File: src/rtl/fifo_frame_rd_ctrl.sv
// Read-side frame controller for the audio sample FIFO.
// Waits until the FIFO read water level holds a full frame. It then reads
// exactly FRAME_LEN words and streams them out over valid/ready. A 2-entry
// buffer absorbs the one-cycle FIFO read latency and downstream stalls.
// Ports:
//   clk, rst_n          clock, async active-low reset
//   enable              permits new frames to start (a running frame always completes)
//   fifo_rd_data        FIFO read data, valid the cycle after an accepted read
//   fifo_empty          FIFO empty flag
//   fifo_rd_water_level FIFO read-side fill level
//   fifo_rd_en          FIFO read enable (combinational)
//   m_data/m_valid/m_ready/m_first/m_last  sample stream with frame markers
//   busy                frame in progress
//   frame_done          one-cycle pulse after the last beat of a frame is accepted
//   frame_cnt           completed frames, wrapping
module fifo_frame_rd_ctrl #(
   parameter int unsigned ADDR_WIDTH = 10,
   parameter int unsigned DATA_WIDTH = 16,
   parameter int unsigned FRAME_LEN  = 256
) (
   input  logic                  clk,
   input  logic                  rst_n,
   input  logic                  enable,
   input  logic [DATA_WIDTH-1:0] fifo_rd_data,
   input  logic                  fifo_empty,
   input  logic [ADDR_WIDTH:0]   fifo_rd_water_level,
   output logic                  fifo_rd_en,
   output logic [DATA_WIDTH-1:0] m_data,
   output logic                  m_valid,
   input  logic                  m_ready,
   output logic                  m_first,
   output logic                  m_last,
   output logic                  busy,
   output logic                  frame_done,
   output logic [15:0]           frame_cnt
);

   localparam int unsigned CNT_W = ADDR_WIDTH + 1;
   localparam logic [CNT_W-1:0] LEN    = CNT_W'(FRAME_LEN);
   localparam logic [CNT_W-1:0] LEN_M1 = CNT_W'(FRAME_LEN - 1);

   // A one-beat frame would need first and last on the same beat.
   if (FRAME_LEN < 4 || FRAME_LEN > (1 << ADDR_WIDTH)) begin : g_bad_frame_len
      $error("fifo_frame_rd_ctrl: FRAME_LEN out of range");
   end

   typedef enum logic [1:0] {IDLE, BURST, DRAIN} state_t;

   typedef struct packed {
      logic [DATA_WIDTH-1:0] data;
      logic                  first;
      logic                  last;
   } entry_t;

   state_t             state_q, state_d;
   logic [CNT_W-1:0]   issue_cnt_q;
   logic [CNT_W-1:0]   beat_cnt_q;
   logic               inflight_q;
   logic [1:0]         occ_q;
   entry_t             head_q, tail_q;
   entry_t             cap;
   logic               busy_q;
   logic               frame_done_q;
   logic [15:0]        frame_cnt_q;
   logic               pop;
   logic               rd_en;
   logic               start;
   logic               last_pop;
   logic [2:0]         level_c;

   // State register
   always_ff @(posedge clk or negedge rst_n) begin
      if (!rst_n) state_q <= IDLE;
      else        state_q <= state_d;
   end

   // Next state and FIFO read enable
   always_comb begin
      state_d  = state_q;
      rd_en    = 1'b0;
      start    = 1'b0;
      last_pop = 1'b0;
      pop      = (occ_q != 2'd0) && m_ready;
      // Buffer slots committed next cycle if nothing new is read now.
      level_c  = 3'(occ_q) + 3'(inflight_q) - 3'(pop);
      case (state_q)
         IDLE: begin
            if (enable && (fifo_rd_water_level >= LEN)) begin
               start   = 1'b1;
               state_d = BURST;
            end
         end
         BURST: begin
            rd_en = !fifo_empty && (issue_cnt_q < LEN) && (level_c < 3'd2);
            if (rd_en && (issue_cnt_q == LEN_M1)) state_d = DRAIN;
         end
         DRAIN: begin
            last_pop = pop && (beat_cnt_q == LEN_M1);
            if (last_pop) state_d = IDLE;
         end
         default: state_d = IDLE;
      endcase
   end

   // Word arriving from the FIFO; issue_cnt already counts it, so it is
   // beat issue_cnt of the frame.
   always_comb begin
      cap       = '0;
      cap.data  = fifo_rd_data;
      cap.first = (issue_cnt_q == CNT_W'(1));
      cap.last  = (issue_cnt_q == LEN);
   end

   // Counters, read tracking and status
   always_ff @(posedge clk or negedge rst_n) begin
      if (!rst_n) begin
         issue_cnt_q  <= '0;
         beat_cnt_q   <= '0;
         inflight_q   <= 1'b0;
         busy_q       <= 1'b0;
         frame_done_q <= 1'b0;
         frame_cnt_q  <= '0;
      end else begin
         inflight_q   <= rd_en;
         busy_q       <= (state_d != IDLE);
         frame_done_q <= last_pop;
         if (last_pop) frame_cnt_q <= frame_cnt_q + 16'd1;
         if (start) begin
            issue_cnt_q <= '0;
            beat_cnt_q  <= '0;
         end else begin
            if (rd_en) issue_cnt_q <= issue_cnt_q + CNT_W'(1);
            if (pop)   beat_cnt_q  <= beat_cnt_q + CNT_W'(1);
         end
      end
   end

   // Two-entry output buffer; head only changes on a pop or when empty.
   always_ff @(posedge clk or negedge rst_n) begin
      if (!rst_n) begin
         occ_q  <= '0;
         head_q <= '0;
         tail_q <= '0;
      end else begin
         case ({inflight_q, pop})
            2'b10: begin
               if (occ_q == 2'd0) head_q <= cap;
               else               tail_q <= cap;
               occ_q <= occ_q + 2'd1;
            end
            2'b01: begin
               head_q <= (occ_q == 2'd2) ? tail_q : '0;
               occ_q  <= occ_q - 2'd1;
            end
            2'b11: begin
               if (occ_q == 2'd1) head_q <= cap;
               else begin
                  head_q <= tail_q;
                  tail_q <= cap;
               end
            end
            default: ;
         endcase
      end
   end

   assign fifo_rd_en = rd_en;
   assign m_data     = head_q.data;
   assign m_first    = head_q.first;
   assign m_last     = head_q.last;
   assign m_valid    = (occ_q != 2'd0);
   assign busy       = busy_q;
   assign frame_done = frame_done_q;
   assign frame_cnt  = frame_cnt_q;

endmodule

File: config.mk
export PLATFORM = sky130hd
export DESIGN_NAME = fifo_frame_rd_ctrl
export DESIGN_NICKNAME = d
export VERILOG_FILES = /design/src/rtl/fifo_frame_rd_ctrl.sv
export SDC_FILE = /design/constraint.sdc
export NUM_CORES = 1
export LEC_CHECK = 0
export BUFFER_PORTS_ARGS = -buffer_cell sky130_fd_sc_hd__buf_4
export CAP_MARGIN = 20
export CORE_MARGIN = 2
export CORE_UTILIZATION = 35
export DETAILED_ROUTE_END_ITERATION = 10
export GPL_TIMING_DRIVEN = 0
export RECOVER_POWER = 25
export SYNTH_ARGS = -nofsm -noshare
export SYNTH_HDL_FRONTEND = slang
export SYNTH_SLANG_ARGS = --single-unit
export TNS_END_PERCENT = 5
File: constraint.sdc
create_clock -name clk -period 6.71 [get_ports clk]
set_input_delay 0.3355 -clock clk [delete_from_list [all_inputs] [get_ports clk]]
set_output_delay 0.3355 -clock clk [all_outputs]
set_load 0.1 [all_outputs]
# --- Word level (Yosys, flattened, before mapping) ---
# Cells that the tools add are included.
totals:
  word_cells: 76
  reg_bits: 81
  output_inout_bits: 38
  input_bits: 32
classes:
  n_lt_le_gt_ge: 3
  n_eq_ne: 14
  addsub: 7
  n_mux: 20
  reduce_logical: 18
op_table:
  columns: ["operator", "count"]
  rows:
  - ["$mux W18", 5]
  - ["$pmux W18 S3", 1]
  - ["$mux W11", 4]
  - ["$pmux W18 S2", 1]
  - ["$add A11 B1 Y11 const B", 2]
  - ["$eq A11 B8 Y1 const B", 2]
  - ["$add A16 B1 Y16 const B", 1]
  - ["$reduce_bool A2 Y1", 6]
  - ["$eq A11 B1 Y1 const B", 1]
  - ["$eq A11 B9 Y1 const B", 1]
  - ["$ge A11 B9 Y1 const B", 1]
  - ["$lt A11 B9 Y1 const B", 1]
  - ["$eq A2 B2 Y1 const B", 4]
  - ["$eq A2 B1 Y1 const B", 3]
  - ["$logic_and A1 B1 Y1", 6]
  - ["$mux W2", 3]
  - ["$ne A2 B2 Y1 const B", 3]
  - ["$pmux W2 S3", 1]
  - ["$logic_not A2 Y1", 2]
  - ["$mux W1", 4]
  - ["$pmux W2 S2", 1]
  - ["$add A2 B1 Y3", 1]
  - ["$lt A3 B2 Y1 const B", 1]
  - ["$reduce_and A3 Y1", 1]
  - ["6 further kinds", 6]

# --- Logic depth before layout (Yosys ltp) ---
depth:
  word_depth: 9
  mapped_depth: 12
  depth_no_buf: 11

# --- Least setup slack after synthesis ---
# Ideal clock, no wire load.
synth_path:
  path_type: "reg2out"
  startpoint: "register occ_q[1]"
  endpoint: "output port fifo_rd_en"
  t_arrival_ns: 2.870
  required_ns: 6.374
  path_buffers: 1
  path_stages_with_launch: 11
  path_slack_ns: 3.504
  cell_sequence: "dfrtp_1 -> inv_1 -> ha_1 -> nand2b_2 -> nor2_1 -> o21ai_0 -> fa_1 -> nor3b_2 -> nand4_2 -> buf_2 -> inv_1"
synth_between:
  elab_chain_len: 6
  elab_cells_between_ends: 7
  cone_classes: "add/sub (2); order compare (1); mux (1); reduce/logical (3)"
synth_rtl:
  columns: ["element", "line_no", "text"]
  rows:
  - ["from (decl)", "59", "logic [1:0] occ_q;"]
  - ["from (signal assigned)", "149", "occ_q <= occ_q + 2'd1;"]
  - ["from (signal assigned)", "153", "occ_q <= occ_q - 2'd1;"]
  - ["parallel branches: the longest is 2 deep, another holds $add A2 B1 Y3", null, null]
  - ["$sub A3 B1 Y3 (*)", "85", "level_c = 3'(occ_q) + 3'(inflight_q) - 3'(pop);"]
  - ["$lt A3 B2 Y1 (*)", "94", "rd_en = !fifo_empty && (issue_cnt_q < LEN) && (level_c < 3'd2);"]
  - ["$logic_and A1 B1 Y1 (*)", "94", null]
  - ["$mux W1 (*)", "86", "case (state_q)"]
  - ["to (decl)", "27", "output logic fifo_rd_en,"]
# Every way passes the cells marked *.

==> run metrics <==
first-pass GRT wire length=13600 µm; mean post-synth cell area=10.9 µm²; Post-Synth Simple-Gate Area=19.3%; sequential share of power=33.3%; internal power=1.14 mW; CP Cell Sequence=dlygate4sd3_1 > clkbuf_1 > clkbuf_1; die extent in y=109 µm; Clock Latency Late Sink=0.36 ns; worst rel slew slack=-47.2%; final setup fails=0; Clock Power Share=18.6%; grt ovf=0; synth warn=0; xor and xnor area share after synthesis=6.11%; Hold Vio Cnt, Final=0; Port Buffers=61; main flop type after synthesis=dfrtp_1; routed length per placed instance=14.3 µm; outcome=finished, violations left; syn_nets=398; Slew @ Worst Pin=2.21 ns; critical path startpoint category=input port; largest net degree at the start of global routing=82; initial antenna violation count=0; DR DRC count=0; CTS tree=yes; drt via density=5.03; switch share=47.8%; GRT Util Overall=14.8%; Synth area leaders=dfrtp_1 52%, mux2_2 5.5%, xor2_1 4.1%; IO Count=70; setup ws final=2.69 ns; P_sw=1.04 mW; slowest CP cell=clkbuf_1; PD cells=460 nW/µm²; CP endpoint kind=asynchronous set/reset pin; setup_tns=0 ns; Mapped Cells=355; Clock Skew=0.0101 ns; Post-synth ARST share=100%; post-synthesis adder-cell area fraction=3.75%; vias in the first global route=2830; CP dominant cell by count=clkbuf_1; Routed WL=8190 µm; remaining antenna violation count=0; Synth Area in Compound Gates=9.25%; CTS HTree Levels=3; worst-case hold slack=0.211 ns; Cell Rows=38; nets=472; largest family of logic cells by synthesized area=simple AND/OR/NAND/NOR gates; Worst EP arrival=4.04 ns; Die Footprint=11900 µm²; Initial Utilization=35.9%; worst min path class=input port to flip-flop; min Tclk post-route=4.02 ns; post-detail-place hpwl=5710 µm; Req. time, crit path=6.73 ns; critical path's top delay family=buffers and inverters; sequential fraction of the synthesis area=52.4%; RSZ-0062 raised after global routing=false; area growth from synthesis to layout=22.5%; Distinct cells, synth=50; Routability Congestion=0.760; TritonCTS buffer count=9; share of layout cells above drive strength 1=26.5%; via count=2887; mux share of post-synthesis cell area=6.63%; Chip Width=109 µm; total clock sinks=81; violated checks=max-capacitance violations, max-slew violations; Core ar.=10800 µm²; clk slew on worst S/H paths=0.09 ns; maximum vdd ir drop=0.000311 V; Post-synth EDFFs=0; Yosys top cell area share=52.4%; Iter 0 DRT Violations=118; CP max stage delay=1.67 ns; kind of critical path=input port to asynchronous set/reset pin; Longest Clk Path Bufs=2; Synth Register Bits=81; crit share post-route=59.9%; ANT cells=0; Buf/Inv on CP=3; Crit Path Max Fanout=42; combinational power share=48.1%; Lkg Pwr=2.17 nW; fin. max-slew vios=84; Max-cap violations=2; largest area contributor in the netlist=dfrtp_1; Root Driver=clkbuf_8; Pwr Total=2.18 mW; cell area after synthesis=3870 µm²; FMAX=249 MHz; Post-Place Setup Slack=3.41 ns; DRT Pass-1 Iters=4
layer usage:
layer | global-route usage [%] | wire, µm | up-vias | part of all wire [%]
met4 | 5.49 | 127 | 0 | 1.6
met3 | 3.65 | 283 | 8 | 3.5
met5 | 0 | 0 | - | 0
met2 | 23.3 | 3990 | 44 | 49
li1 | - | - | 1417 | -
met1 | 19.7 | 3790 | 1418 | 46
logic make-up (layout without fill, tap and decap cells):
kind of cell / after synthesis / in the layout
multiplexers: 22 / 22
adder cells (fa/ha/maj): 11 / 11
XOR/XNOR: 27 / 27
flip-flops: 81 / 81
AO/OA/AOI/OAI: 59 / 59
buffers and inverters: 23 / 102
AND/OR/NAND/NOR: 132 / 132
placed cells by master, fill, tap and decap left out, drive strengths merged, types with 2 or more instances in the layout:
cell type,n
and2,2
a22oi,16
mux2,19
nand3b,2
or4,4
clkinv,2
inv,16
or3,6
nor2,37
o31ai,4
a31oi,2
nor3,8
mux2i,3
bufinv,2
dfrtp,81
nor4,10
o21ai,10
and4,3
and3,5
xnor2,9
nand2,25
ha,10
nand3,15
buf,65
xor2,18
nand4,7
a21oi,25
clkbuf,15
power groups by stage:
| stage | Sequential (mW) | Combinational, mW | Clock, mW |
|---|---|---|---|
| final | 0.726 | 1.05 | 0.405 |
| after global routing | 0.745 | 1.12 | 0.437 |
| after CTS | 0.726 | 1.06 | 0.420 |
| after detailed placement | 0.735 | 1.05 | 0 |
| after global placement | 0.729 | 1.04 | 0 |
| after floorplan | 1.12 | 0.422 | 0 |
stage by stage:
stage | std cells | utilization (%) | instance area (µm²)
floorplan | 355 | - | 3870
global placement | 556 | 41.7 | 4500
detailed placement | 556 | 41.7 | 4500
CTS | 572 | 43.8 | 4730
global route | 574 | 43.9 | 4740
finish | 574 | 43.9 | 4740
repair_timing:
action | in CTS | in global routing
gates resized for setup | 0 | 0
hold buffers | 0 | 1
setup buffers | 0 | 0
endpoints found under the hold margin | 0 | 39
registers in the layout, indices dropped and copies added (netlist names):
| signal | flops |
|---|---|
| state_q | 2 |
| m_first | 1 |
| inflight_q | 1 |
| m_data | 16 |
| frame_cnt | 16 |
| occ_q | 2 |
| m_last | 1 |
| frame_done | 1 |
| busy | 1 |
| beat_cnt_q | 11 |
| issue_cnt_q | 11 |
| tail_q | 18 |
final cells by class:
type	instances	area [µm²]
buffer	9	48.8
clock buffer	9	124
clock inverter	7	103
fill	1049	6050
inverter	14	52.6
multi-input combinational	251	1740
sequential	81	2030
tap	140	175
timing repair buffer	63	468
final timing paths:
check	start	end	slack, ns	depth (start not counted)
max	rst_n	issue_cnt_q[2]$_DFFE_PN0P_	2.69	3
max reg2reg	occ_q[1]$_DFFE_PN0P_	issue_cnt_q[5]$_DFFE_PN0P_	3.66	10
min reg2reg	frame_cnt[15]$_DFFE_PN0P_	frame_cnt[15]$_DFFE_PN0P_	0.47	1
max in group clk	occ_q[1]$_DFFE_PN0P_	fifo_rd_en	3.05	11
min	fifo_rd_data[13]	tail_q[15]$_DFFE_PN0P_	0.21	2
min in group asynchronous	rst_n	frame_cnt[9]$_DFFE_PN0P_	1.11	2
cell usage after synthesis (2+ instances only):
master / number
and4_1: 2
xnor2_1: 9
and3_1: 5
nor2_1: 36
inv_1: 13
buf_2: 3
or3_1: 6
nor4_1: 9
a22oi_1: 16
clkbuf_1: 4
and2_1: 2
o31ai_1: 4
nand4_4: 2
or4_1: 4
nand3_1: 14
mux2i_1: 2
dfrtp_1: 81
ha_1: 10
o21ai_0: 8
nand3b_1: 2
xor2_1: 18
mux2_2: 19
nand2_1: 25
a21oi_1: 25
a31oi_1: 2
nand4_1: 4
nor3_1: 7
No activity file was read; power rests on OpenSTA's default activity.
